[config.mk]
export PLATFORM = sky130hd
export DESIGN_NAME = aurora_link_ctrl_flat
export DESIGN_NICKNAME = d
export VERILOG_FILES = /design/src/rtl/aurora_ctrl_pkg.sv /design/src/rtl/aurora_link_ctrl_if.sv /design/src/rtl/aurora_tx_scheduler.sv /design/src/rtl/aurora_link_ctrl.sv /design/src/flat_wrapper.sv
export SDC_FILE = /design/constraint.sdc
export NUM_CORES = 1
export LEC_CHECK = 0
export BUFFER_PORTS_ARGS = -buffer_cell sky130_fd_sc_hd__clkbuf_2
export CAP_MARGIN = 20
export CORE_AREA = 2 2 422 424
export DETAILED_ROUTE_END_ITERATION = 16
export DIE_AREA = 0 0 424 426
export GPL_ROUTABILITY_DRIVEN = 1
export PLACE_DENSITY = 0.41
export RECOVER_POWER = 100
export SETUP_SLACK_MARGIN = 0.2
export SYNTH_ARGS = -nofsm -noshare
export SYNTH_HDL_FRONTEND = slang
export SYNTH_SLANG_ARGS = --single-unit
[constraint.sdc]
create_clock -name clk40 -period 2.4 [get_ports clk40]
set_input_delay 0.24 -clock clk40 [delete_from_list [all_inputs] [get_ports clk40]]
set_output_delay 0.24 -clock clk40 [all_outputs]
set_load 0.01 [all_outputs]
[src/rtl/aurora_ctrl_pkg.sv]
// Shared types and constants for the Aurora link bring-up controller and its TX scheduler.
package aurora_ctrl_pkg;

   typedef enum logic [2:0] {
      IDLE    = 3'd0,
      RESET   = 3'd1,
      WAIT_GB = 3'd2,
      TRAIN   = 3'd3,
      LINKED  = 3'd4
   } link_state_t;

   localparam logic [1:0]  SYNC_DATA = 2'b01;
   localparam logic [1:0]  SYNC_CTRL = 2'b10;
   localparam logic [63:0] IDLE_WORD = 64'h7810_0000_0000_0000;
   localparam logic [63:0] CB_WORD   = 64'h7840_0000_0000_0000;

endpackage

[src/rtl/aurora_link_ctrl_if.sv]
// User-side and lane-side signal bundle of the Aurora link controller.
interface aurora_link_ctrl_if #(
   parameter int NUM_LANES = 8
) ();

   // A user word transfers on a clock edge where user_valid and user_ready are both high;
   // user_ready may depend combinationally on the lane handshakes but never on user_valid.
   logic [NUM_LANES*64-1:0] user_data;
   logic                    user_valid;
   logic                    user_ready;
   logic [NUM_LANES-1:0]    tx_gearbox_rdy;
   logic [NUM_LANES-1:0]    tx_data_next;
   logic [NUM_LANES*64-1:0] tx_data;
   logic [NUM_LANES*2-1:0]  tx_sync;
   logic [NUM_LANES-1:0]    rx_gearbox_rdy;
   logic [NUM_LANES-1:0]    rx_blocksync;
   logic                    lane_rst;

   modport master (
      input  user_data, user_valid, tx_gearbox_rdy, tx_data_next, rx_gearbox_rdy, rx_blocksync,
      output user_ready, tx_data, tx_sync, lane_rst
   );

   modport slave (
      output user_data, user_valid, tx_gearbox_rdy, tx_data_next, rx_gearbox_rdy, rx_blocksync,
      input  user_ready, tx_data, tx_sync, lane_rst
   );

endinterface

[src/rtl/aurora_tx_scheduler.sv]
// Beat detection, channel-bonding cadence and per-lane TX word/sync registers.
module aurora_tx_scheduler
   import aurora_ctrl_pkg::*;
#(
   parameter int NUM_LANES = 8,
   parameter int CB_PERIOD = 256
) (
   input  logic                    clk40,
   input  logic                    rst,
   input  logic                    linked,
   input  logic                    train,
   input  logic                    force_idle,
   input  logic [NUM_LANES*64-1:0] user_data,
   input  logic                    user_valid,
   output logic                    user_ready,
   input  logic [NUM_LANES-1:0]    tx_gearbox_rdy,
   input  logic [NUM_LANES-1:0]    tx_data_next,
   output logic [NUM_LANES*64-1:0] tx_data,
   output logic [NUM_LANES*2-1:0]  tx_sync
);

   localparam int CW = $clog2(CB_PERIOD);

   logic                    beat;
   logic                    cb_slot;
   logic [CW-1:0]           cb_cnt;
   logic [NUM_LANES*64-1:0] data_next;
   logic [NUM_LANES*2-1:0]  sync_next;

   assign beat       = &tx_gearbox_rdy & &tx_data_next;
   assign cb_slot    = (cb_cnt == '0);
   assign user_ready = linked & beat & ~cb_slot;

   always_comb begin
      data_next = tx_data;
      sync_next = tx_sync;
      if (force_idle || (train && beat)) begin
         for (int j = 0; j < NUM_LANES; j++) begin
            data_next[64*j +: 64] = IDLE_WORD;
            sync_next[2*j +: 2]   = SYNC_CTRL;
         end
      end else if (linked && beat) begin
         for (int j = 0; j < NUM_LANES; j++) begin
            if (cb_slot) begin
               data_next[64*j +: 64] = CB_WORD;
               sync_next[2*j +: 2]   = SYNC_CTRL;
            end else if (user_valid) begin
               data_next[64*j +: 64] = user_data[64*j +: 64];
               sync_next[2*j +: 2]   = SYNC_DATA;
            end else begin
               data_next[64*j +: 64] = IDLE_WORD;
               sync_next[2*j +: 2]   = SYNC_CTRL;
            end
         end
      end
   end

   always_ff @(posedge clk40) begin
      if (rst) begin
         tx_data <= '0;
         tx_sync <= '0;
         cb_cnt  <= '0;
      end else begin
         tx_data <= data_next;
         tx_sync <= sync_next;
         if (!linked) begin
            cb_cnt <= '0;
         end else if (beat) begin
            cb_cnt <= (cb_cnt == CW'(CB_PERIOD - 1)) ? '0 : cb_cnt + 1'b1;
         end
      end
   end

endmodule

[src/rtl/aurora_link_ctrl.sv]
// Aurora link bring-up FSM (reset, gearbox wait, training, linked) with retrain accounting.
module aurora_link_ctrl
   import aurora_ctrl_pkg::*;
#(
   parameter int NUM_LANES     = 8,
   parameter int RST_CYCLES    = 16,
   parameter int LOCK_WAIT     = 4096,
   parameter int STABLE_CYCLES = 64,
   parameter int CB_PERIOD     = 256
) (
   input  logic               clk40,
   input  logic               rst,
   input  logic               en,
   aurora_link_ctrl_if.master bus,
   output logic               link_up,
   output logic [2:0]         state,
   output logic [7:0]         retrain_cnt
);

   localparam int TW = $clog2((LOCK_WAIT > RST_CYCLES) ? LOCK_WAIT : RST_CYCLES);
   localparam int SW = $clog2(STABLE_CYCLES + 1);

   link_state_t   cur_state;
   link_state_t   state_next;
   logic [TW-1:0] timer;
   logic [SW-1:0] stable_cnt;
   logic          gb_ok;
   logic          in_sync;
   logic          timed_out;
   logic          stable_done;

   assign gb_ok       = &bus.tx_gearbox_rdy & &bus.rx_gearbox_rdy;
   assign in_sync     = &bus.rx_blocksync;
   assign timed_out   = (timer == TW'(LOCK_WAIT - 1));
   assign stable_done = in_sync && (stable_cnt == SW'(STABLE_CYCLES - 1));
   assign state       = cur_state;

   always_comb begin
      state_next = cur_state;
      if (!en) begin
         state_next = IDLE;
      end else begin
         case (cur_state)
            IDLE:    state_next = RESET;
            RESET:   if (timer == TW'(RST_CYCLES - 1)) state_next = WAIT_GB;
            WAIT_GB: if (gb_ok) state_next = TRAIN;
                     else if (timed_out) state_next = RESET;
            // Stable completion wins over a coincident timeout.
            TRAIN:   if (stable_done) state_next = LINKED;
                     else if (timed_out) state_next = RESET;
            LINKED:  if (!in_sync || !(&bus.rx_gearbox_rdy)) state_next = RESET;
            default: state_next = IDLE;
         endcase
      end
   end

   always_ff @(posedge clk40) begin
      if (rst) begin
         cur_state    <= IDLE;
         timer        <= '0;
         stable_cnt   <= '0;
         retrain_cnt  <= '0;
         link_up      <= 1'b0;
         bus.lane_rst <= 1'b1;
      end else begin
         cur_state    <= state_next;
         timer        <= (state_next != cur_state) ? '0 : timer + 1'b1;
         stable_cnt   <= (cur_state == TRAIN && state_next == TRAIN && in_sync) ? stable_cnt + 1'b1 : '0;
         if (state_next == RESET && cur_state inside {WAIT_GB, TRAIN, LINKED} && retrain_cnt != 8'hFF)
            retrain_cnt <= retrain_cnt + 1'b1;
         link_up      <= (state_next == LINKED);
         bus.lane_rst <= (state_next == IDLE) || (state_next == RESET);
      end
   end

   // The word presented during a sync-loss cycle must not be accepted, so scheduling
   // only runs while the FSM is staying in LINKED.
   aurora_tx_scheduler #(
      .NUM_LANES (NUM_LANES),
      .CB_PERIOD (CB_PERIOD)
   ) u_sched (
      .clk40          (clk40),
      .rst            (rst),
      .linked         ((cur_state == LINKED) && (state_next == LINKED)),
      .train          (cur_state == TRAIN),
      .force_idle     ((state_next == RESET) && (cur_state != RESET)),
      .user_data      (bus.user_data),
      .user_valid     (bus.user_valid),
      .user_ready     (bus.user_ready),
      .tx_gearbox_rdy (bus.tx_gearbox_rdy),
      .tx_data_next   (bus.tx_data_next),
      .tx_data        (bus.tx_data),
      .tx_sync        (bus.tx_sync)
   );

endmodule

[src/flat_wrapper.sv]
// flat-port wrapper written by rule: the top's interface ports become plain ports
module aurora_link_ctrl_flat import aurora_ctrl_pkg::*;
#(
   parameter int NUM_LANES     = 8,
   parameter int RST_CYCLES    = 16,
   parameter int LOCK_WAIT     = 4096,
   parameter int STABLE_CYCLES = 64,
   parameter int CB_PERIOD     = 256
)
  (clk40, rst, en, link_up, state, retrain_cnt, bus_user_data, bus_user_valid, bus_tx_gearbox_rdy, bus_tx_data_next, bus_rx_gearbox_rdy, bus_rx_blocksync, bus_user_ready, bus_tx_data, bus_tx_sync, bus_lane_rst);
  aurora_link_ctrl_if #(.NUM_LANES(NUM_LANES)) bus_i ();
  input  logic clk40;
  input  logic rst;
  input  logic en;
  output logic link_up;
  output logic [2:0] state;
  output logic [7:0] retrain_cnt;
  input wire logic [$bits(bus_i.user_data)-1:0] bus_user_data;
  input wire logic [$bits(bus_i.user_valid)-1:0] bus_user_valid;
  input wire logic [$bits(bus_i.tx_gearbox_rdy)-1:0] bus_tx_gearbox_rdy;
  input wire logic [$bits(bus_i.tx_data_next)-1:0] bus_tx_data_next;
  input wire logic [$bits(bus_i.rx_gearbox_rdy)-1:0] bus_rx_gearbox_rdy;
  input wire logic [$bits(bus_i.rx_blocksync)-1:0] bus_rx_blocksync;
  output wire logic [$bits(bus_i.user_ready)-1:0] bus_user_ready;
  output wire logic [$bits(bus_i.tx_data)-1:0] bus_tx_data;
  output wire logic [$bits(bus_i.tx_sync)-1:0] bus_tx_sync;
  output wire logic [$bits(bus_i.lane_rst)-1:0] bus_lane_rst;
  assign bus_i.user_data = bus_user_data;
  assign bus_i.user_valid = bus_user_valid;
  assign bus_i.tx_gearbox_rdy = bus_tx_gearbox_rdy;
  assign bus_i.tx_data_next = bus_tx_data_next;
  assign bus_i.rx_gearbox_rdy = bus_rx_gearbox_rdy;
  assign bus_i.rx_blocksync = bus_rx_blocksync;
  assign bus_user_ready = bus_i.user_ready;
  assign bus_tx_data = bus_i.tx_data;
  assign bus_tx_sync = bus_i.tx_sync;
  assign bus_lane_rst = bus_i.lane_rst;
  aurora_link_ctrl #(.NUM_LANES(NUM_LANES), .RST_CYCLES(RST_CYCLES), .LOCK_WAIT(LOCK_WAIT), .STABLE_CYCLES(STABLE_CYCLES), .CB_PERIOD(CB_PERIOD)) u_core (.clk40(clk40), .rst(rst), .en(en), .bus(bus_i), .link_up(link_up), .state(state), .retrain_cnt(retrain_cnt));
endmodule
# Word-level counts from Yosys, hierarchy flattened

Index checks and enable logic that the tools add are counted.

Add/sub/neg operators: 4
Eq/ne operators: 14
Mux-type cells: 30
Bitwise logic cells: 7
Reductions and logical operators: 27

Operators by type and width:

| kind                                                              | number |
|---|---|
| 64-bit 2-to-1 mux                                                 | 16 |
| 511-bit 2-to-1 mux                                                | 2 |
| 16-bit 2-to-1 mux                                                 | 2 |
| 8-bit AND reduction                                               | 4 |
| 3-bit 2-to-1 mux                                                  | 6 |
| 8-bit by 1-bit adder with 8-bit output (second input constant)    | 2 |
| 3-bit one-hot mux with 5 select lines                             | 1 |
| 12-bit by 1-bit adder with 12-bit output (second input constant)  | 1 |
| 12-bit == test (second input constant)                            | 1 |
| 12-bit by 4-bit == test with 1-bit output (second input constant) | 1 |
| 3-bit by 2-bit == test with 1-bit output (second input constant)  | 3 |
| 1-bit logical AND                                                 | 9 |
| 8-bit == test (second input constant)                             | 1 |
| 8-bit logical NOT                                                 | 1 |
| 8-bit 2-to-1 mux                                                  | 1 |
| 8-bit inequality test (second input constant)                     | 1 |
| 2-bit OR reduction                                                | 4 |
| 7-bit by 1-bit adder with 7-bit output (second input constant)    | 1 |
| 7-bit by 6-bit == test with 1-bit output (second input constant)  | 1 |
| 3-bit by 1-bit == test with 1-bit output (second input constant)  | 2 |
| 3-bit == test (second input constant)                             | 2 |
| 3-bit logical NOT                                                 | 2 |
| 1-bit AND                                                         | 4 |
| 2-bit 2-to-1 mux                                                  | 2 |
| 7 further kinds                                                   | 12 |

Bits in registers: 561
Bits of input ports: 548
Output and inout port bits: 542
Logic and storage cells: 93

# Longest topological paths before layout

Depth in word-level cells: 11
Depth in mapped cells: 10
Depth with buffers taken out: 8

# Modules after synthesis

Synthesis repeated with hierarchy kept, for this count alone.

Cells, all modules: 2,606
Area total of the unflattened synthesis: 22,138.7 um^2

Modules (own cells, without submodules):

| module              | instances | cells an instance | area each (um^2) | sequential area each (um^2) |
|---|---|---|---|---|
| aurora_tx_scheduler | 1         | 2,403             | 20,447.1         | 10,450.0 |
| aurora_link_ctrl    | 1         | 203               | 1,691.6          | 640.6 |

# Worst setup path after synthesis

OpenSTA, ideal clock, no wires.

Kind: flip-flop to flip-flop
From: register u_core.timer[0]
To: register u_core.retrain_cnt[5]
Setup time: 0.121 ns
Arrival time: 2.352 ns
Required time: 2.279 ns
Slack: -0.072 ns
Cell stages (with the launch flop): 9
Path buffers: 1
Period minus slack after synthesis: 2.472 ns
Path through: dfxtp_1 ha_1 nand3_1 or3_1 a31oi_1 o211ai_1 buf_2 nor4_1 mux2_2

Longest elaborated chain between the ends: 8
Elaborated cells between the ends (all ways): 11
Those cells by class: eq/ne: 3; mux: 6; reduce/logical: 2

Ends and longest elaborated chain:

| element                                    | RTL line                                       | source |
|---|---|---|
| start: declaration                         | aurora_link_ctrl.sv:25                         | `logic [TW-1:0] timer;` |
| start signal: assignment                   | aurora_link_ctrl.sv:67                         | `timer <= (state_next != cur_state) ? '0 : timer + 1'b1;` |
| 12-bit == test                             | aurora_link_ctrl.sv:34                         | `assign timed_out = (timer == TW'(LOCK_WAIT - 1));` |
| 3-bit 2-to-1 mux                           | aurora_link_ctrl.sv:47, aurora_link_ctrl.sv:50 |  |
| 3-bit 2-to-1 mux, on equally long branches | aurora_link_ctrl.sv:49, aurora_link_ctrl.sv:46 |  |
| 3-bit one-hot mux with 5 select lines *    | aurora_link_ctrl.sv:43                         | `case (cur_state)` |
| 3-bit 2-to-1 mux *                         | aurora_link_ctrl.sv:40                         | `if (!en) begin` |
| 3-bit by 1-bit == test with 1-bit output * | aurora_link_ctrl.sv:69                         | `if (state_next == RESET && cur_state inside {WAIT_GB, TRAIN, LINKED} && retrain_cnt != 8'hFF)` |
| 1-bit logical AND * (2 in series)          | aurora_link_ctrl.sv:69                         |  |
| end signal: assignment                     | aurora_link_ctrl.sv:70                         | `retrain_cnt <= retrain_cnt + 1'b1;` |
| end: declaration                           | aurora_link_ctrl.sv:17                         | `output logic [7:0] retrain_cnt` |

Every way passes the cells marked *; elsewhere a longest branch is shown, timed or not.
A chain may end at the register's enable or synchronous reset.

# Worst setup path in the final report

From: register u_core.u_sched.cb_cnt[0]
To: register u_core.u_sched.cb_cnt[5]

Longest elaborated chain between the ends: 2
Elaborated cells between the ends (all ways): 3
Those cells by class: add/sub: 1; eq/ne: 1; mux: 1

Ends and longest elaborated chain:

| element                                                                        | RTL line                  | source |
|---|---|---|
| start: declaration                                                             | aurora_tx_scheduler.sv:26 | `logic [CW-1:0] cb_cnt;` |
| start signal: assignment                                                       | aurora_tx_scheduler.sv:69 | `cb_cnt <= (cb_cnt == CW'(CB_PERIOD - 1)) ? '0 : cb_cnt + 1'b1;` |
| 8-bit by 1-bit adder with 8-bit output / 8-bit == test (equally long branches) | aurora_tx_scheduler.sv:69 |  |
| 8-bit 2-to-1 mux *                                                             | aurora_tx_scheduler.sv:69 |  |

Marks and branches as above.

==> metrics.txt <==
data required time of the worst path roughly 3000 ps; Yosys warning count 0; critical path peak fanout 2; routed length per instance about 22 um; hold endpoint u_core.u_sched.tx_data[182]; dpl hpwl about 97,000 um; Yosys cell types 49; Comb power frac approximately a tenth; Slew @ Worst Pin 1000 ps; RePlAce Congestion 0.910; Hold Path Origin bus_user_valid; # setup viols final approximately 520; WHS between 150 and 200 ps; Mean Syn Cell Area 8.03 um^2; placed instance area ~30,000 um^2; Async S/R FF share, synth 0%; Sw Ratio 25.3%; Layout area overhead 115%; die height approximately 430 um; Yosys reg bits roughly 550; grt ovf 0; period utilisation layout 114%; R2R Setup Slk -350 ps; most frequent cell after synthesis dfxtp_1; Post-synth EDFFs 0; layout cells sized above 1 33.6%; first-pass GRT wire length about 180,000 um; largest net degree at the start of global routing 68; row count around 150; Vias/cell roughly 4.0; clock share of power between 40 and 50%; run status finished with violations; fin nets ~5,000; worst r2r path cells 21; sequential area share after synthesis 53.5%; fillcell total between 15,000 and 20,000; sequential share of power 40.6%; clk_skew 44.5 ps; drt drc 0; TritonCTS clock tree built; DR iter-0 viols 1,952; FF-to-FF Start u_core.u_sched.cb_cnt[0]; clk_lat worst skew between 600 and 700 ps; clock sink count approximately 550; Rel. slew slack between 30% and 40%; maximum vdd drop approximately 0.00048 V; chip width ~420 um; initial core utilization between 10% and 20%; cell area after layout approximately 45,000 um^2; Post-DRT Antenna Nets 0; Post-Layout Cell Count between 6,000 and 7,000; Post-synth top cells dfxtp_1 (554), nand2_1 (505), a21oi_1 (486); Pwr Density slightly above 500 nW/um^2; Hold Crit Class input pin to flop; Sw Pwr slightly below 6 mW; Detailed Routing Iterations Pass 1 5; H-Tree Depth 3; vias between 20,000 and 30,000; Area contributors post-synth dfxtp_1 (53%), a21oi_1 (12%), nand3_1 (12%); CTS root buffer clkbuf_16; Final Util 25.4%; RSZ-0062 raised after global routing yes; Main synth FF type dfxtp_1; synthesized instance count approximately 2,600; LEAKAGE about 16 nW; startpoint types flop; crit end category flop; CTS Buf Count 74; clock buffer depth 3; Reg-to-Reg End u_core.u_sched.cb_cnt[5]; Tot GR Track Use approximately 14%; Ports 1,090; CP arrival roughly 3300 ps; Fmax ~360 MHz; type of the worst setup path flop to flop; clock slew at reported path FFs 60 ps; Syn Std Cell Area roughly 21,000 um^2; syn_nets 3,136; initial antenna violation count 21; PortBufs 1,089; Int Pwr 17.1 mW; failing checks setup timing; Period minus WS final ~2700 ps; cell accounting for the most synthesized area dfxtp_1; vias in the first global route approximately 25,000; setup ws final -345 ps; Placed Cells between 5,000 and 6,000; Core ar. ~180,000 um^2; Final Hold Vio Count 0; Max Slew Vio Count 0; WL final between 150,000 and 200,000 um; DIE AREA around 180,000 um^2; WHS Path Cells 4; Max-Cap Viols 0; Synth top area share 53.5%
power by group through the flow:
| stage | sequential (mW) | clock (mW) | combinational, mW |
|---|---|---|---|
| after floorplan | 9.51 | 0 | 0.281 |
| after global placement | 9.49 | 0 | 1.12 |
| after detailed placement | 9.49 | 0 | 1.11 |
| after CTS | 9.29 | 11.5 | 1.97 |
| after global routing | 9.29 | 11.8 | 2.48 |
| final | 9.29 | 11.2 | 2.38 |
routing by layer:
metal	global-route usage [%]	routed length, um	vias up
li1	-	-	12726
met1	17.7	62400	13176
met2	23.0	72700	1157
met3	3.72	11000	261
met4	4.55	4850	12
met5	0	161	-
state kept, by name, summed over array words and instances, names as in the netlist:
register,count
u_core.timer,12
u_core.u_sched.cb_cnt,8
u_core.stable_cnt,7
u_core.retrain_cnt,8
u_core.link_up,1
u_core.u_sched.tx_sync,2
u_core.bus.lane_rst,1
u_core.u_sched.tx_data,512
u_core.state,3
what timing repair did:
item	in CTS	in global routing
hold buffers	514	0
pin swaps	49	136
setup buffers	56	55
gates cloned	37	104
gates resized for setup	185	560
hold endpoints to repair	518	0
endpoints found under the setup margin	537	543
how the worst max path moves through the flow:
stage / from / endpoint / slack [ps]
2_1_floorplan: u_core.state[1] / u_core.retrain_cnt[5] / 160
3_3_place_gp: bus_tx_data_next[5] / u_core.u_sched.tx_data[480] / -110
3_5_place_dp: bus_tx_data_next[2] / u_core.u_sched.tx_data[70] / -90
4_1_cts: u_core.u_sched.cb_cnt[1] / bus_user_ready / -430
5_1_grt: u_core.state[1] / bus_user_ready / -480
6_report: u_core.u_sched.cb_cnt[0] / u_core.u_sched.cb_cnt[5] / -350
cell type report:
cell class,instances,area (um^2),share of cell area (%)
Antenna cell,17,42.5,0.0955
Clock buffer,108,2080,4.67
Clock inverter,21,320,0.719
Inverter,48,180,0.404
Multi-Input combinational cell,1734,10600,23.7
Sequential cell,554,11100,24.9
Tap cell,2340,2930,6.57
Timing Repair Buffer,2057,17400,38.9
cell families after synthesis:
family          after synthesis  synth area share, %
simple gates               1142                 24.8
compound gates              567                 14.5
flops                       554                 53.5
buf+inv                     295                 5.96
xor+xnor                     16                0.676
fa+ha+maj                     5                0.302
mux                           4                0.211
critical path: stages, from the launching register on:
cell and delay, ps:
dfxtp_2 330, inv_2 50, buf_6 110, buf_6 100, buf_4 120, buf_6 100
buf_4 120, buf_4 120, buf_4 120, buf_4 120, buf_4 120, buf_6 100
buf_6 100, buf_4 120, buf_4 120, buf_4 120, buf_4 120, buf_4 120
nor3_2 140, o21ai_1 70, a21oi_1 140, nor2_1 50
cell usage in the layout (no fill, tap or decap), types with 10 or more instances in the layout:
master	synthesis	layout
nand3_2	0	67
diode_2	0	17
dlygate4sd3_1	0	514
clkbuf_16	0	151
nand2_1	505	458
nand2_2	0	16
nand4_1	14	14
nand3_1	479	381
clkbuf_8	0	10
buf_4	14	146
nor4_1	17	13
nor3_1	18	15
a211oi_1	40	18
nand3_4	0	31
nand2_4	0	31
a21oi_1	486	294
buf_12	0	73
a211oi_2	0	22
clkbuf_1	152	566
inv_1	48	46
nor2_1	69	65
buf_8	0	37
a21oi_2	0	188
dfxtp_1	554	544
buf_16	0	61
xor2_1	10	10
clkbuf_2	0	547
buf_6	0	58
through the flow:
step | total power, mW | setup TNS, ps | setup slack (ps)
2_1_floorplan | 9.79 | 0 | 158
5_1_grt | 23.6 | -97050 | -482
3_3_place_gp | 10.6 | -8340 | -106
3_5_place_dp | 10.6 | -5820 | -86.3
4_1_cts | 22.8 | -25200 | -429
6_report | 22.9 | -54140 | -345
(Power assumes the default switching activity.)
